===== src/rtl/collective_pkg.sv =====
// Shared definitions for the collective-router flit injector: opcodes, FSM
// states, fixed flit field widths and the broadcast classifier.
package collective_pkg;

    localparam int OPC_W  = 4;
    localparam int PIDX_W = 3;
    localparam int SEED_W = 32;

    localparam logic [OPC_W-1:0] OPC_SCAN             = 4'd3;
    localparam logic [OPC_W-1:0] OPC_ALLTOALL         = 4'd4;
    localparam logic [OPC_W-1:0] OPC_LARGE_BCAST      = 4'd5;
    localparam logic [OPC_W-1:0] OPC_MEDIUM_BCAST     = 4'd6;
    localparam logic [OPC_W-1:0] OPC_SHORT_BCAST      = 4'd7;
    localparam logic [OPC_W-1:0] OPC_SCATTER          = 4'd8;
    localparam logic [OPC_W-1:0] OPC_LARGE_ALLGATHER  = 4'd9;
    localparam logic [OPC_W-1:0] OPC_SHORT_ALLGATHER  = 4'd10;
    localparam logic [OPC_W-1:0] OPC_GATHER           = 4'd11;
    localparam logic [OPC_W-1:0] OPC_SHORT_REDUCE     = 4'd12;
    localparam logic [OPC_W-1:0] OPC_LARGE_REDUCE     = 4'd13;
    localparam logic [OPC_W-1:0] OPC_SHORT_ALLREDUCE  = 4'd14;
    localparam logic [OPC_W-1:0] OPC_LARGE_ALLREDUCE  = 4'd15;

    // Header bits that do not depend on configuration: valid + opcode + port index.
    localparam int FLIT_FIXED_W = 1 + OPC_W + PIDX_W;

    // Field offsets at the default configuration (FLIT_W 85, NODE_ID_W 4, SEQ_W 8).
    localparam int FLIT_PAY_LSB_DEF   = 0;
    localparam int FLIT_SEQ_LSB_DEF   = 65;
    localparam int FLIT_PIDX_LSB_DEF  = 73;
    localparam int FLIT_NODE_LSB_DEF  = 76;
    localparam int FLIT_OPC_LSB_DEF   = 80;
    localparam int FLIT_VALID_BIT_DEF = 84;

    typedef enum logic [1:0] {
        ST_IDLE = 2'd0,
        ST_SEND = 2'd1,
        ST_DONE = 2'd2
    } state_e;

    function automatic int flit_pay_w(input int flit_w, input int node_w, input int seq_w);
        return flit_w - FLIT_FIXED_W - node_w - seq_w;
    endfunction

    function automatic logic is_bcast(input logic [OPC_W-1:0] opc);
        return (opc == OPC_LARGE_BCAST) || (opc == OPC_MEDIUM_BCAST) ||
               (opc == OPC_SHORT_BCAST);
    endfunction

endpackage


===== src/rtl/collective_inject_port.sv =====
// One inject port: remaining-flit down-counter, sequence index, valid/ready
// handshake register and combinational flit builder.
module collective_inject_port
    import collective_pkg::*;
#(
    parameter int FLIT_W    = 85,
    parameter int NODE_ID_W = 4,
    parameter int SEQ_W     = 8,
    parameter int LEN_W     = 10,
    parameter int PORT_IDX  = 0
) (
    input  logic                 clk,
    input  logic                 rst,
    input  logic                 launch,
    input  logic                 en,
    input  logic [LEN_W-1:0]     len,
    input  logic [OPC_W-1:0]     opcode,
    input  logic [NODE_ID_W-1:0] node_id,
    input  logic [SEED_W-1:0]    seed,
    input  logic                 ready,
    output logic [FLIT_W-1:0]    flit,
    output logic                 valid,
    output logic                 valid_next
);

    localparam int PAY_W = flit_pay_w(FLIT_W, NODE_ID_W, SEQ_W);

    logic             valid_q, valid_d;
    logic [LEN_W-1:0] rem_q, rem_d;
    logic [LEN_W-1:0] idx_q, idx_d;

    logic [SEED_W-1:0] pay_sum;
    logic [PIDX_W-1:0] pidx;

    always_comb begin
        valid_d = valid_q;
        rem_d   = rem_q;
        idx_d   = idx_q;
        if (launch) begin
            valid_d = en;
            rem_d   = len;
            idx_d   = '0;
        end else if (valid_q && ready) begin
            idx_d = idx_q + LEN_W'(1);
            rem_d = rem_q - LEN_W'(1);
            if (rem_q == LEN_W'(1)) begin
                valid_d = 1'b0;
            end
        end
    end

    always_ff @(posedge clk or negedge rst) begin
        if (!rst) begin
            valid_q <= 1'b0;
            rem_q   <= '0;
            idx_q   <= '0;
        end else begin
            valid_q <= valid_d;
            rem_q   <= rem_d;
            idx_q   <= idx_d;
        end
    end

    // Payload follows the full index, so it keeps counting after seq wraps.
    assign pay_sum = seed + SEED_W'(idx_q);
    assign pidx    = is_bcast(opcode) ? '0 : PIDX_W'(PORT_IDX);

    // Flit is forced to zero whenever the port is not presenting data.
    assign flit = valid_q ? {1'b1, opcode, node_id, pidx, SEQ_W'(idx_q), PAY_W'(pay_sum)}
                          : '0;

    assign valid      = valid_q;
    assign valid_next = valid_d;

endmodule


===== src/rtl/collective_injector.sv =====
// Per-node collective traffic source: accepts a command, then streams msg_len
// flits on every selected port, each with its own valid/ready handshake.
//
// state | meaning
// IDLE  | waiting for start; bad opcode pulses err, empty command goes to DONE
// SEND  | ports streaming; leaves once every enabled port has drained
// DONE  | done pulse for one cycle, then back to IDLE
module collective_injector
    import collective_pkg::*;
#(
    parameter int NUM_PORTS = 6,
    parameter int FLIT_W    = 85,
    parameter int NODE_ID_W = 4,
    parameter int SEQ_W     = 8,
    parameter int LEN_W     = 10
) (
    input  logic                        clk,
    input  logic                        rst,
    input  logic                        start,
    input  logic [OPC_W-1:0]            opcode,
    input  logic [LEN_W-1:0]            msg_len,
    input  logic [NUM_PORTS-1:0]        port_mask,
    input  logic [NODE_ID_W-1:0]        node_id,
    input  logic [SEED_W-1:0]           payload_seed,
    output logic [NUM_PORTS*FLIT_W-1:0] inject_flit,
    output logic [NUM_PORTS-1:0]        inject_valid,
    input  logic [NUM_PORTS-1:0]        inject_ready,
    output logic                        busy,
    output logic                        done,
    output logic                        err
);

    state_e                 state_q, state_d;
    logic [OPC_W-1:0]       opcode_q, opcode_d;
    logic [LEN_W-1:0]       msg_len_q, msg_len_d;
    logic [NUM_PORTS-1:0]   port_mask_q, port_mask_d;
    logic [NODE_ID_W-1:0]   node_id_q, node_id_d;
    logic [SEED_W-1:0]      seed_q, seed_d;
    logic                   busy_q, busy_d;
    logic                   done_q, done_d;
    logic                   err_q, err_d;
    logic                   launch;
    logic [NUM_PORTS-1:0]   valid_next;

    always_comb begin
        state_d     = state_q;
        opcode_d    = opcode_q;
        msg_len_d   = msg_len_q;
        port_mask_d = port_mask_q;
        node_id_d   = node_id_q;
        seed_d      = seed_q;
        err_d       = 1'b0;
        launch      = 1'b0;
        unique case (state_q)
            ST_IDLE: begin
                if (start) begin
                    if (opcode < OPC_SCAN) begin
                        err_d = 1'b1;
                    end else if ((msg_len == '0) || (port_mask == '0)) begin
                        state_d = ST_DONE;
                    end else begin
                        opcode_d    = opcode;
                        msg_len_d   = msg_len;
                        port_mask_d = port_mask;
                        node_id_d   = node_id;
                        seed_d      = payload_seed;
                        launch      = 1'b1;
                        state_d     = ST_SEND;
                    end
                end
            end
            // Look at next-cycle valids so DONE is entered on the final handshake edge.
            ST_SEND: begin
                if (!(|valid_next)) begin
                    state_d = ST_DONE;
                end
            end
            ST_DONE: begin
                state_d = ST_IDLE;
            end
            default: begin
                state_d = ST_IDLE;
            end
        endcase
        done_d = (state_d == ST_DONE);
        busy_d = (state_d != ST_IDLE);
    end

    always_ff @(posedge clk or negedge rst) begin
        if (!rst) begin
            state_q     <= ST_IDLE;
            opcode_q    <= '0;
            msg_len_q   <= '0;
            port_mask_q <= '0;
            node_id_q   <= '0;
            seed_q      <= '0;
            busy_q      <= 1'b0;
            done_q      <= 1'b0;
            err_q       <= 1'b0;
        end else begin
            state_q     <= state_d;
            opcode_q    <= opcode_d;
            msg_len_q   <= msg_len_d;
            port_mask_q <= port_mask_d;
            node_id_q   <= node_id_d;
            seed_q      <= seed_d;
            busy_q      <= busy_d;
            done_q      <= done_d;
            err_q       <= err_d;
        end
    end

    for (genvar p = 0; p < NUM_PORTS; p++) begin : g_port
        collective_inject_port #(
            .FLIT_W    (FLIT_W),
            .NODE_ID_W (NODE_ID_W),
            .SEQ_W     (SEQ_W),
            .LEN_W     (LEN_W),
            .PORT_IDX  (p)
        ) u_port (
            .clk        (clk),
            .rst        (rst),
            .launch     (launch),
            .en         (port_mask_d[p]),
            .len        (msg_len_d),
            .opcode     (opcode_q),
            .node_id    (node_id_q),
            .seed       (seed_q),
            .ready      (inject_ready[p]),
            .flit       (inject_flit[p*FLIT_W +: FLIT_W]),
            .valid      (inject_valid[p]),
            .valid_next (valid_next[p])
        );
    end

    assign busy = busy_q;
    assign done = done_q;
    assign err  = err_q;

endmodule


===== config.mk =====
export PLATFORM = sky130hd
export DESIGN_NAME = collective_injector
export DESIGN_NICKNAME = d
export VERILOG_FILES = /design/src/rtl/collective_pkg.sv /design/src/rtl/collective_inject_port.sv /design/src/rtl/collective_injector.sv
export SDC_FILE = /design/constraint.sdc
export NUM_CORES = 1
export LEC_CHECK = 0
export CAP_MARGIN = 20
export CORE_AREA = 3 3 225 227
export DETAILED_ROUTE_END_ITERATION = 10
export DIE_AREA = 0 0 228 230
export PLACE_DENSITY = 0.71
export SLEW_MARGIN = 20
export SYNTH_ARGS = -nofsm -noshare
export SYNTH_HDL_FRONTEND = slang
export SYNTH_HIERARCHICAL = 1
export SYNTH_SLANG_ARGS = --single-unit
export TNS_END_PERCENT = 5

===== constraint.sdc =====
create_clock -name clk -period 3.5 [get_ports clk]
set_input_delay 0.35 -clock clk [delete_from_list [all_inputs] [get_ports clk]]
set_output_delay 0.35 -clock clk [all_outputs]
set_load 0.03 [all_outputs]

==> results of run 1 <==
-- flip-flops by register name, indices dropped and copies added (netlist names) --
| signal | flops |
|---|---|
| port_mask_q | 6 |
| msg_len_q | 10 |
| g_port.u_port/valid | 6 |
| g_port.u_port/idx_q | 60 |
| state_q | 2 |
| err | 1 |
| seed_q | 32 |
| done | 1 |
| busy | 1 |
| g_port.u_port/rem_q | 60 |
| opcode_q | 4 |
| node_id_q | 4 |
-- final timing paths --
| path | startpoint | slack, ps | to |
|---|---|---|---|
| max | seed_q[0]$_DFFE_PN0P_ | -180 | inject_flit[449] |
| min | rst | 490 | g_port[2].u_port/idx_q[7]$_DFFE_PN0P_ |
| max reg2reg | g_port[1].u_port/rem_q[6]$_DFFE_PN0P_ | 870 | state_q[0]$_DFF_PN0_ |
| min reg2reg | port_mask_q[4]$_DFF_PN0_ | 500 | port_mask_q[4]$_DFF_PN0_ |
| max in group asynchronous | rst | 2070 | seed_q[18]$_DFFE_PN0P_ |
| min in group clk | payload_seed[31] | 490 | seed_q[31]$_DFFE_PN0P_ |
-- logic make-up after synthesis --
logic type	share of synthesized area, %
AND/OR/NAND/NOR	25.3
AO/OA/AOI/OAI	16.9
buffers and inverters	13.1
flip-flops	25.4
XOR/XNOR	6.76
multiplexers	6.46
adder cells (fa/ha/maj)	5.96
other	0.122
-- cell usage in the layout, fill, tap and decap left out, types with 36 or more instances in the layout --
| cell | netlist | layout |
|---|---|---|
| nor3_1 | 37 | 36 |
| ha_1 | 78 | 57 |
| conb_1 | 6 | 209 |
| nand2_1 | 261 | 259 |
| clkdlybuf4s50_1 | 0 | 213 |
| nand3_1 | 49 | 49 |
| xor2_1 | 74 | 74 |
| inv_1 | 66 | 62 |
| nor2_1 | 180 | 172 |
| buf_4 | 225 | 162 |
| dfrtp_1 | 187 | 171 |
| buf_12 | 1 | 98 |
| xnor2_1 | 68 | 66 |
| and2_1 | 107 | 107 |
| o21ai_0 | 119 | 113 |
| nand2b_1 | 60 | 58 |
| nand4_1 | 50 | 50 |
| o31ai_1 | 43 | 41 |
| mux2_2 | 38 | 38 |
| a21oi_1 | 128 | 82 |
-- what timing repair did --
item / 4_1_cts / 5_1_grt
endpoints found under the hold margin: 74 / 0
hold buffers: 1 / 0
setup buffers: 12 / 11
gates cloned: 3 / 6
pin swaps: 30 / 58
endpoints found under the setup margin: 132 / 125
gates resized for setup: 129 / 145
-- metrics by stage --
stage | worst slack, ps | instances
floorplan | 372 | 2489
global placement | 107 | 3316
detailed placement | 50.8 | 3316
CTS | -175 | 3364
global route | -252 | 3381
finish | -179 | 3382
-- layout make-up --
| type | count | share of cell area [%] |
|---|---|---|
| Multi-Input combinational cell | 1923 | 52.3 |
| Inverter | 66 | 0.989 |
| Antenna cell | 1 | 0.00989 |
| Tap cell | 664 | 3.28 |
| Timing Repair Buffer | 509 | 22.5 |
| Clock inverter | 14 | 0.628 |
| Sequential cell | 187 | 18.6 |
| Clock buffer | 18 | 1.74 |
-- metal layers --
metal | routed length, um | vias to the layer above | share of wire (%) | GRT usage (%)
li1 | - | 8465 | - | -
met1 | 30600 | 9092 | 40 | 35.0
met2 | 36100 | 1062 | 47 | 43.6
met3 | 7040 | 190 | 9.2 | 6.22
met4 | 2960 | 4 | 3.9 | 11.2
met5 | 22 | - | 0.029 | 0
-- worst max-delay path, cell delays in order, from the launching register on --
cell and delay, ps:
dfrtp_2 470, ha_4 170, inv_2 40, fa_2 320, and2b_1 260, o2111ai_2 170
a211oi_2 310, o22ai_2 190, buf_6 190, or4_4 430, a21oi_4 180, buf_12 140
-- power by group through the flow --
stage	Combinational, mW	Clock [mW]	Sequential (mW)
global placement	14.8	0	4.44
global route	16.8	2.14	4.62
CTS	15.4	2.06	4.48
finish	16.0	2.02	4.55
detailed placement	15.0	0	4.49
floorplan	8.31	0	4.21
-- cells in the mapped netlist, drive strengths merged (53+ instances only) --
master,number
buf,255
xnor2,68
and2,107
a21oi,129
nor2,182
o21ai,131
dfrtp,187
inv,66
nand4,53
mux2,56
ha,78
xor2,74
nand2b,61
clkbuf,64
nand2,263
==> impl_metrics.py, run 1 <==
metrics = {
    "status": {
        "status": "finished, violations left",
        "violations": "negative setup slack",
    },
    "worst_setup_path": {
        "worst-setup-path-type": "reg2out",
        "rr_worst_depth": 6,
        "crit_fanout": 6,
        "worstPathArrival_ps": 3330,
        "required_ps": 3150,
        "cp-start-kind": "register",
        "end_kind": "primary output",
    },
    "logic_synthesis": {
        "ys_seq_elements": 187,
        "ys_seq_area_share_pct": 25.4,
        "synth.area.top_cells": "dfrtp_1 (25%), buf_4 (9.2%), nand2_1 (5.3%)",
        "synth_edf_count": 0,
        "syn_avg_cell_area_um2": 8.05,
        "synth_top_area_cell": "dfrtp_1",
        "ys_async_sr_fraction_pct": 100,
        "yosys_warnings": 6,
        "netlist_instances": 2286,
        "synth_flop_cell": "dfrtp_1",
        "syn_area_mm2": 0.0184,
        "synth.top_cell.area_share_pct": 25.4,
        "synth.distinct_cells": 80,
    },
    "placement": {
        "place.gp.congestion": 0.930,
        "portBuffers": 374,
        "place_area_mm2": 0.0233,
        "post-dp-hpwl_mm": 56.0,
    },
    "floorplanning": {
        "dieArea_mm2": 0.0524,
        "num_rows": 81,
        "io_pins": 584,
        "start_util_pct": 37.7,
        "dieHeight_um": 230,
        "core_mm2": 0.0488,
        "die_w_um": 228,
    },
    "power_and_ir_drop": {
        "seqPwrFrac_pct": 20.2,
        "peakVddDrop_mv": 0.704,
        "power_mw": 22.6,
        "clkPwrFrac_pct": 9.0,
        "p_comb_share_pct": 70.9,
        "p_leak_nw": 10.4,
        "powerDensity_mw_per_mm2": 892,
        "power.switching_mw": 12.2,
        "p_sw_share_pct": 54.1,
        "internal_power_mw": 10.4,
    },
    "timing": {
        "finalCritPeriodShare_pct": 105,
        "setup_viol": 46,
        "worstMarginPinSlew_ps": 1020,
        "maxSlewViolCount": 0,
        "rsz0062_at_grt": "true",
        "finalSetupTns_ps": -2790,
        "whs_ps": 488,
        "fin_crit_ps": 3680,
        "max-slew-margin-rel_pct": 31.9,
        "setup_slack_ps": -179,
        "max_freq_mhz": 272,
        "clock-skew-final_ps": 11.4,
        "hold_violations": 0,
    },
    "routing": {
        "drtIter0Drc": 2171,
        "vias": 18813,
        "wire_per_inst_um": 22.7,
        "wl_mm": 76.7,
        "dr.pass1.iters": 8,
        "ant_nets": 0,
        "viasPerCell": 5.56,
        "drcViolationCount": 0,
    },
    "cts": {
        "h-tree-depth": 4,
        "clk_pin_slew_ps": 80,
        "clock_path_buffers": 2,
        "tritoncts": "yes",
        "cts_root_buf": "clkbuf_16",
        "cts_buffers": 17,
        "worstSkewPairLatency_ps": 460,
        "clock_sink_count": 187,
    },
    "global_routing": {
        "grt_pass1_wl_mm": 110,
        "grt_usage_pct": 27.1,
        "grt_pass1_vias": 17572,
        "grt_overflow": 0,
        "antenna_found_initial": 4,
        "grt_start_max_net_pins": 78,
    },
    "finish": {
        "final_area_mm2": 0.0253,
        "layout.nets": 2853,
        "final_core_util_pct": 51.8,
        "nFillCells": 4504,
        "drive_gt1_share_pct": 21.9,
        "syn_to_final_growth_pct": 37.5,
        "multi_input_area_mm2": 0.0132,
        "ff_latch_area_mm2": 0.00470,
    },
    "flow_run": {
        "drv_cap": 0,
    },
    "min_path": {
        "hold_path_class": "in2async",
    },
}
No activity file was read; power rests on OpenSTA's default activity.
==> run 2, diff against run 1 <==
--- a/config.mk
+++ b/config.mk
@@ -10,6 +10,7 @@
 export DETAILED_ROUTE_END_ITERATION = 10
 export DIE_AREA = 0 0 228 230
 export PLACE_DENSITY = 0.71
+export REMOVE_ABC_BUFFERS = 1
 export SLEW_MARGIN = 20
 export SYNTH_ARGS = -nofsm -noshare
 export SYNTH_HDL_FRONTEND = slang
==> run 2 against run 1 <==
The flow still finishes with violations (negative setup slack). First-iteration DRC count fell by 33%. Utilization fell by 1.1 points. Die area did not move. Critical path depth rose by 1. Clock skew rose by 1.7 ps. Flip-flop and latch count did not move. Sequential power fell by 2%. Cell count fell by 1.3%. Clock-buffer cell count fell by 1. Sequential share of layout area rose by 0.43 points. Clock power barely moved. Largest cell class unchanged. Highest routed layer is now met4.
==> impl_metrics.py, run 2 (same netlist as run 1, synthesis figures left out) <==
metrics = {
    "timing": {
        "maxSlewViolCount": 0,
        "setup_slack_ps": -156,
        "hold_violations": 0,
        "worstMarginPinSlew_ps": 865,
        "finalCritPeriodShare_pct": 104,
        "rsz0062_at_grt": "true",
        "max-slew-margin-rel_pct": 42.2,
        "setup_viol": 18,
        "clock-skew-final_ps": 13.1,
        "fin_crit_ps": 3660,
        "max_freq_mhz": 274,
    },
    "routing": {
        "wire_per_inst_um": 20.9,
        "wl_mm": 69.7,
        "dr.pass1.iters": 6,
        "drtIter0Drc": 1449,
        "ant_nets": 0,
        "viasPerCell": 5.45,
        "vias": 18198,
        "drcViolationCount": 0,
    },
    "global_routing": {
        "antenna_found_initial": 0,
        "grtUsageMet1_pct": 31.6,
        "grt_pass1_vias": 17152,
        "grt_pass1_wl_mm": 103,
        "grt_usage_pct": 25.0,
        "grt_start_max_net_pins": 91,
        "grtUsageMet3_pct": 5.76,
        "use_met2_pct": 41.5,
        "grt_overflow": 0,
        "top_usage_layer": "met2",
    },
    "finish": {
        "top_regs": "g_port.u_port/idx_q x60, g_port.u_port/rem_q x60, seed_q x32",
        "layout.nets": 2809,
        "antenna_cells": 0,
        "final_common_cell": "nand2_1",
        "drive_gt1_share_pct": 20.1,
        "nFillCells": 4611,
        "layout_common_cells": "nand2_1 (258), clkdlybuf4s50_1 (214), conb_1 (209)",
        "syn_to_final_growth_pct": 34.5,
        "final_core_util_pct": 50.7,
    },
    "worst_setup_path": {
        "worstPathCellList": "buf_12 -> ha_4 -> inv_2 -> fa_2 -> and2b_1 -> o2111ai_2 -> a211oi_2 -> o22ai_2 -> buf_6 -> or4_1 -> a21oi_2 -> buf_12",
        "crit_fanout": 6,
        "max_stage_delay_ps": 420,
        "crit_buf_inv": 4,
        "worst-setup-path-type": "reg2out",
        "cp-start-kind": "register",
        "end_kind": "primary output",
        "path_common_cell": "buf_12",
        "worstPathArrival_ps": 3310,
        "critPathTopFamily": "compound AO/OA/AOI/OAI gates",
        "required_ps": 3150,
        "critPathSlowestCell": "or4_1",
    },
    "cts": {
        "cts_buffers": 17,
        "worstSkewPairLatency_ps": 460,
        "clk_pin_slew_ps": 90,
        "cts_root_buf": "clkbuf_16",
        "clock_path_buffers": 2,
        "h-tree-depth": 4,
        "tritoncts": "yes",
        "clock_sink_count": 187,
    },
    "power_and_ir_drop": {
        "p_leak_nw": 10.2,
        "peakVddDrop_mv": 0.745,
        "powerDensity_mw_per_mm2": 880,
    },
    "placement": {
        "preCtsSetupSlack_ps": -6.76,
        "place.gp.congestion": 0.915,
        "post-dp-hpwl_mm": 51.5,
        "portBuffers": 374,
    },
    "floorplanning": {
        "dieArea_mm2": 0.0524,
        "start_util_pct": 37.7,
        "io_pins": 584,
        "num_rows": 81,
        "core_mm2": 0.0488,
        "dieHeight_um": 230,
        "die_w_um": 228,
    },
    "status": {
        "status": "finished, violations left",
        "violations": "negative setup slack",
    },
    "flow_run": {
        "drv_cap": 0,
    },
    "min_path": {
        "hold_path_class": "in2async",
    },
}
-- run 2: cell types whose count changed in the layout (fill, tap and decap cells not counted), sizes merged --
cell,before,now
inv,70,74
a41oi,5,4
dlygate4sd2,9,8
diode,1,0
dlymetal6s2s,6,3
o22ai,4,3
clkbuf,20,18
clkinv,8,4
clkdlybuf4s50,213,214
clkinvlp,1,2
buf,278,240
-- run 2: path summary, 6_finish.rpt --
path	start	endpoint	slack, ps	cells after the start
max reg2reg	g_port[0].u_port/rem_q[6]$_DFFE_PN0P_	done$_DFF_PN0_	620	6
min	rst	g_port[5].u_port/rem_q[1]$_DFFE_PN0P_	480	2
min reg2reg	port_mask_q[0]$_DFF_PN0_	port_mask_q[0]$_DFF_PN0_	500	1
min in group clk	port_mask_q[0]$_DFF_PN0_	port_mask_q[0]$_DFF_PN0_	500	1
max	seed_q[0]$_DFFE_PN0P_	inject_flit[447]	-160	12
max in group asynchronous	rst	opcode_q[1]$_DFFE_PN0P_	2080	3
-- run 2: worst register-to-register path, delay by kind of cell (launching register included) --
family / cells / cell delay (ps)
AND/OR/NAND/NOR: 2 / 1130
AO/OA/AOI/OAI: 4 / 1250
flip-flops: 1 / 420
-- run 2: cell type report --
class                           instances  area (um2)  share of cell area [%]
Timing Repair Buffer                  467        5360                    21.7
Inverter                               66         250                    1.01
Multi-Input combinational cell       1921       13000                    52.5
Clock inverter                         15         195                   0.789
Tap cell                              664         831                    3.36
Sequential cell                       187        4700                    19.0
Clock buffer                           17         425                    1.72
-- run 2: report_power, final --
group | internal [mW] | switching [mW] | leakage, nW
Sequential | 2.97 | 1.51 | 2.35
Clock | 1.04 | 1.01 | 0.297
Combinational | 6.12 | 9.14 | 7.55
Total | 10.1 | 11.7 | 10.2
-- run 2: timing repair --
item	4_1_cts	5_1_grt
pin swaps	29	26
hold buffers	1	0
buffers inserted	10	1
endpoints found under the hold margin	74	0
cloned	5	1
endpoints found under the setup margin	126	118
gates resized for setup	118	113
-- run 2: layer usage --
layer | share of wire, % | routed length, um
met1 | 40 | 28100
met2 | 48 | 33500
met3 | 8.1 | 5620
met4 | 3.5 | 2410
met5 | 0 | 0
-- run 2: stage by stage --
| step | cells | area, um2 | power, mW | TNS [ps] | hold WS [ps] |
|---|---|---|---|---|---|
| 3_5_place_dp | 3287 | 23000 | 19.0 | -12.9 | 438 |
| 3_3_place_gp | 3287 | 23000 | 18.7 | 0 | 434 |
| 2_1_floorplan | 2170 | 17000 | 12.1 | -240790 | 54.4 |
| 5_1_grt | 3337 | 24700 | 23.0 | -7900 | 485 |
| 6_report | 3337 | 24700 | 21.8 | -1640 | 483 |
| 4_1_cts | 3335 | 24300 | 21.4 | -1860 | 480 |
==> run 3, diff against run 2 <==
--- a/config.mk
+++ b/config.mk
@@ -6,12 +6,12 @@
 export NUM_CORES = 1
 export LEC_CHECK = 0
 export CAP_MARGIN = 20
-export CORE_AREA = 3 3 225 227
+export CORE_AREA = 2 2 224 226
 export DETAILED_ROUTE_END_ITERATION = 10
-export DIE_AREA = 0 0 228 230
+export DIE_AREA = 0 0 226 228
 export PLACE_DENSITY = 0.71
 export REMOVE_ABC_BUFFERS = 1
-export SLEW_MARGIN = 20
+export SLEW_MARGIN = 10
 export SYNTH_ARGS = -nofsm -noshare
 export SYNTH_HDL_FRONTEND = slang
 export SYNTH_HIERARCHICAL = 1
==> run 3 against run 2 <==
Highest routed layer is now met5. Largest power group unchanged. Final area shrank 0.18%. Critical path type unchanged. Via count shrank 0.52%. Hold slack lost 8.8 ps. Register-to-register slack gained 50 ps. The flow still finishes with violations (negative setup slack). Combinational power is essentially flat. Global-route usage grew 0.24 points. Cell count grew 0.33%. Critical path depth is the same. Die area shrank 1.7%.
==> impl_metrics.py, run 3 (same netlist as run 1, synthesis figures left out) <==
metrics = {
    "power_and_ir_drop": {
        "power.switching_mw": 11.6,
        "p_comb_share_pct": 69.7,
        "seqPwrFrac_pct": 20.9,
        "p_leak_nw": 10.3,
        "powerDensity_mw_per_mm2": 882,
        "peakVddDrop_mv": 0.660,
        "clkPwrFrac_pct": 9.4,
        "p_sw_share_pct": 53.4,
        "internal_power_mw": 10.2,
    },
    "flow_run": {
        "drv_cap": 0,
    },
    "timing": {
        "clock-skew-final_ps": 13.6,
        "max-slew-margin-rel_pct": 35.3,
        "max_freq_mhz": 270,
        "fin_crit_ps": 3700,
        "setup_slack_ps": -202,
        "rsz0062_at_grt": "true",
        "worstMarginPinSlew_ps": 970,
        "finalSetupTns_ps": -5320,
        "setup_viol": 61,
        "maxSlewViolCount": 0,
        "finalCritPeriodShare_pct": 106,
        "hold_violations": 0,
    },
    "routing": {
        "dr.pass1.iters": 6,
        "viasPerCell": 5.41,
        "wl_mm": 69.0,
        "ant_nets": 0,
        "drtIter0Drc": 1273,
        "wire_per_inst_um": 20.6,
        "vias": 18103,
        "drcViolationCount": 0,
    },
    "worst_setup_path": {
        "worst-setup-path-type": "reg2out",
        "worstPathArrival_ps": 3350,
        "end_kind": "primary output",
        "required_ps": 3150,
        "crit_fanout": 21,
        "cp-start-kind": "register",
        "r2r_slack_ps": 670,
    },
    "finish": {
        "syn_to_final_growth_pct": 34.3,
        "layout_common_cells": "nand2_1 (260), conb_1 (209), clkdlybuf4s50_1 (209)",
        "nFillCells": 4580,
        "final_common_cell": "nand2_1",
        "drive_gt1_share_pct": 19.7,
        "final_area_mm2": 0.0247,
        "final_core_util_pct": 50.1,
        "antenna_cells": 0,
        "layout.nets": 2812,
        "top_regs": "g_port.u_port/idx_q x60, g_port.u_port/rem_q x60, seed_q x32",
    },
    "min_path": {
        "hold_path_class": "in2async",
    },
    "cts": {
        "cts_root_buf": "clkbuf_16",
        "cts_buffers": 17,
        "clock_path_buffers": 2,
        "clock_sink_count": 187,
        "clk_pin_slew_ps": 80,
        "tritoncts": "yes",
        "worstSkewPairLatency_ps": 470,
        "h-tree-depth": 4,
    },
    "status": {
        "status": "finished, violations left",
        "violations": "negative setup slack",
    },
    "floorplanning": {
        "io_pins": 584,
        "num_rows": 82,
        "dieHeight_um": 228,
        "core_mm2": 0.0493,
        "dieArea_mm2": 0.0515,
        "die_w_um": 226,
        "start_util_pct": 37.3,
    },
    "global_routing": {
        "antenna_found_initial": 1,
        "grt_start_max_net_pins": 91,
        "grt_pass1_wl_mm": 100,
        "grt_usage_pct": 25.2,
        "grt_overflow": 0,
        "grt_pass1_vias": 16722,
    },
    "placement": {
        "place_area_mm2": 0.0230,
        "place.gp.congestion": 0.940,
        "portBuffers": 374,
        "preCtsSetupSlack_ps": 114,
        "post-dp-hpwl_mm": 51.0,
    },
}
run 3: final cells by class:
cell class	count	area (um2)	share of cell area (%)
clock buffers	18	429	1.74
clock inverters	14	176	0.714
inverters	66	250	1.01
multi-input cells	1920	12900	52.3
flip-flops and latches	187	4700	19.0
well taps	672	841	3.40
repair buffers	471	5380	21.8
run 3: path summary, 6_finish.rpt:
check                                                            from                               endpoint  depth (start not counted)
worst min-delay path                                              rst  g_port[3].u_port/idx_q[0]$_DFFE_PN0P_                          2
worst min register to register               port_mask_q[5]$_DFF_PN0_               port_mask_q[5]$_DFF_PN0_                          1
min in group clk                                     payload_seed[18]                 seed_q[18]$_DFFE_PN0P_                          2
worst max-delay path                            seed_q[0]$_DFFE_PN0P_                       inject_flit[358]                         12
max in group asynchronous                                         rst  g_port[3].u_port/rem_q[5]$_DFFE_PN0P_                          3
worst max register to register  g_port[0].u_port/rem_q[6]$_DFFE_PN0P_                   state_q[0]$_DFF_PN0_                          6
run 3: what timing repair did:
action                                  in CTS  in global routing
endpoints found under the hold margin       69                  0
hold buffers                                 1                  0
resized for setup                           83                150
pin swaps                                   18                 34
buffers inserted                             6                  6
endpoints found under the setup margin     131                143
cloned                                       2                  3
run 3: power groups by stage:
| stage | Clock [mW] | Combinational (mW) | Sequential, mW |
|---|---|---|---|
| after CTS | 2.09 | 14.7 | 4.51 |
| after global routing | 2.19 | 16.1 | 4.65 |
| final | 2.06 | 15.2 | 4.55 |
| after detailed placement | 0 | 14.4 | 4.52 |
| after global placement | 0 | 14.2 | 4.48 |
| after floorplan | 0 | 7.65 | 4.45 |
run 3: metrics by stage:
stage / instances / power [mW] / hold slack [ps]
after floorplan: 2170 / 12.1 / 54.4
after global placement: 3297 / 18.7 / 409
after detailed placement: 3298 / 18.9 / 416
after CTS: 3339 / 21.3 / 469
after global routing: 3348 / 22.9 / 469
final: 3348 / 21.8 / 474
run 3: critical path, cell delays in order (launching register included):
cell	delay (ps)
dfrtp_1	410
ha_2	200
inv_1	50
fa_1	380
and2b_2	270
o2111ai_2	150
a211oi_2	270
o22ai_2	130
buf_12	170
or4_1	390
a21oi_1	160
buf_4	170
buf_12	120
run 3: per-layer routing:
metal	vias to the layer above	track usage (%)	part of all wire [%]
li1	8362	-	-
met1	8753	31.6	41
met2	835	42.3	48
met3	151	4.43	7.1
met4	2	11.0	4.3
met5	-	0	0.019
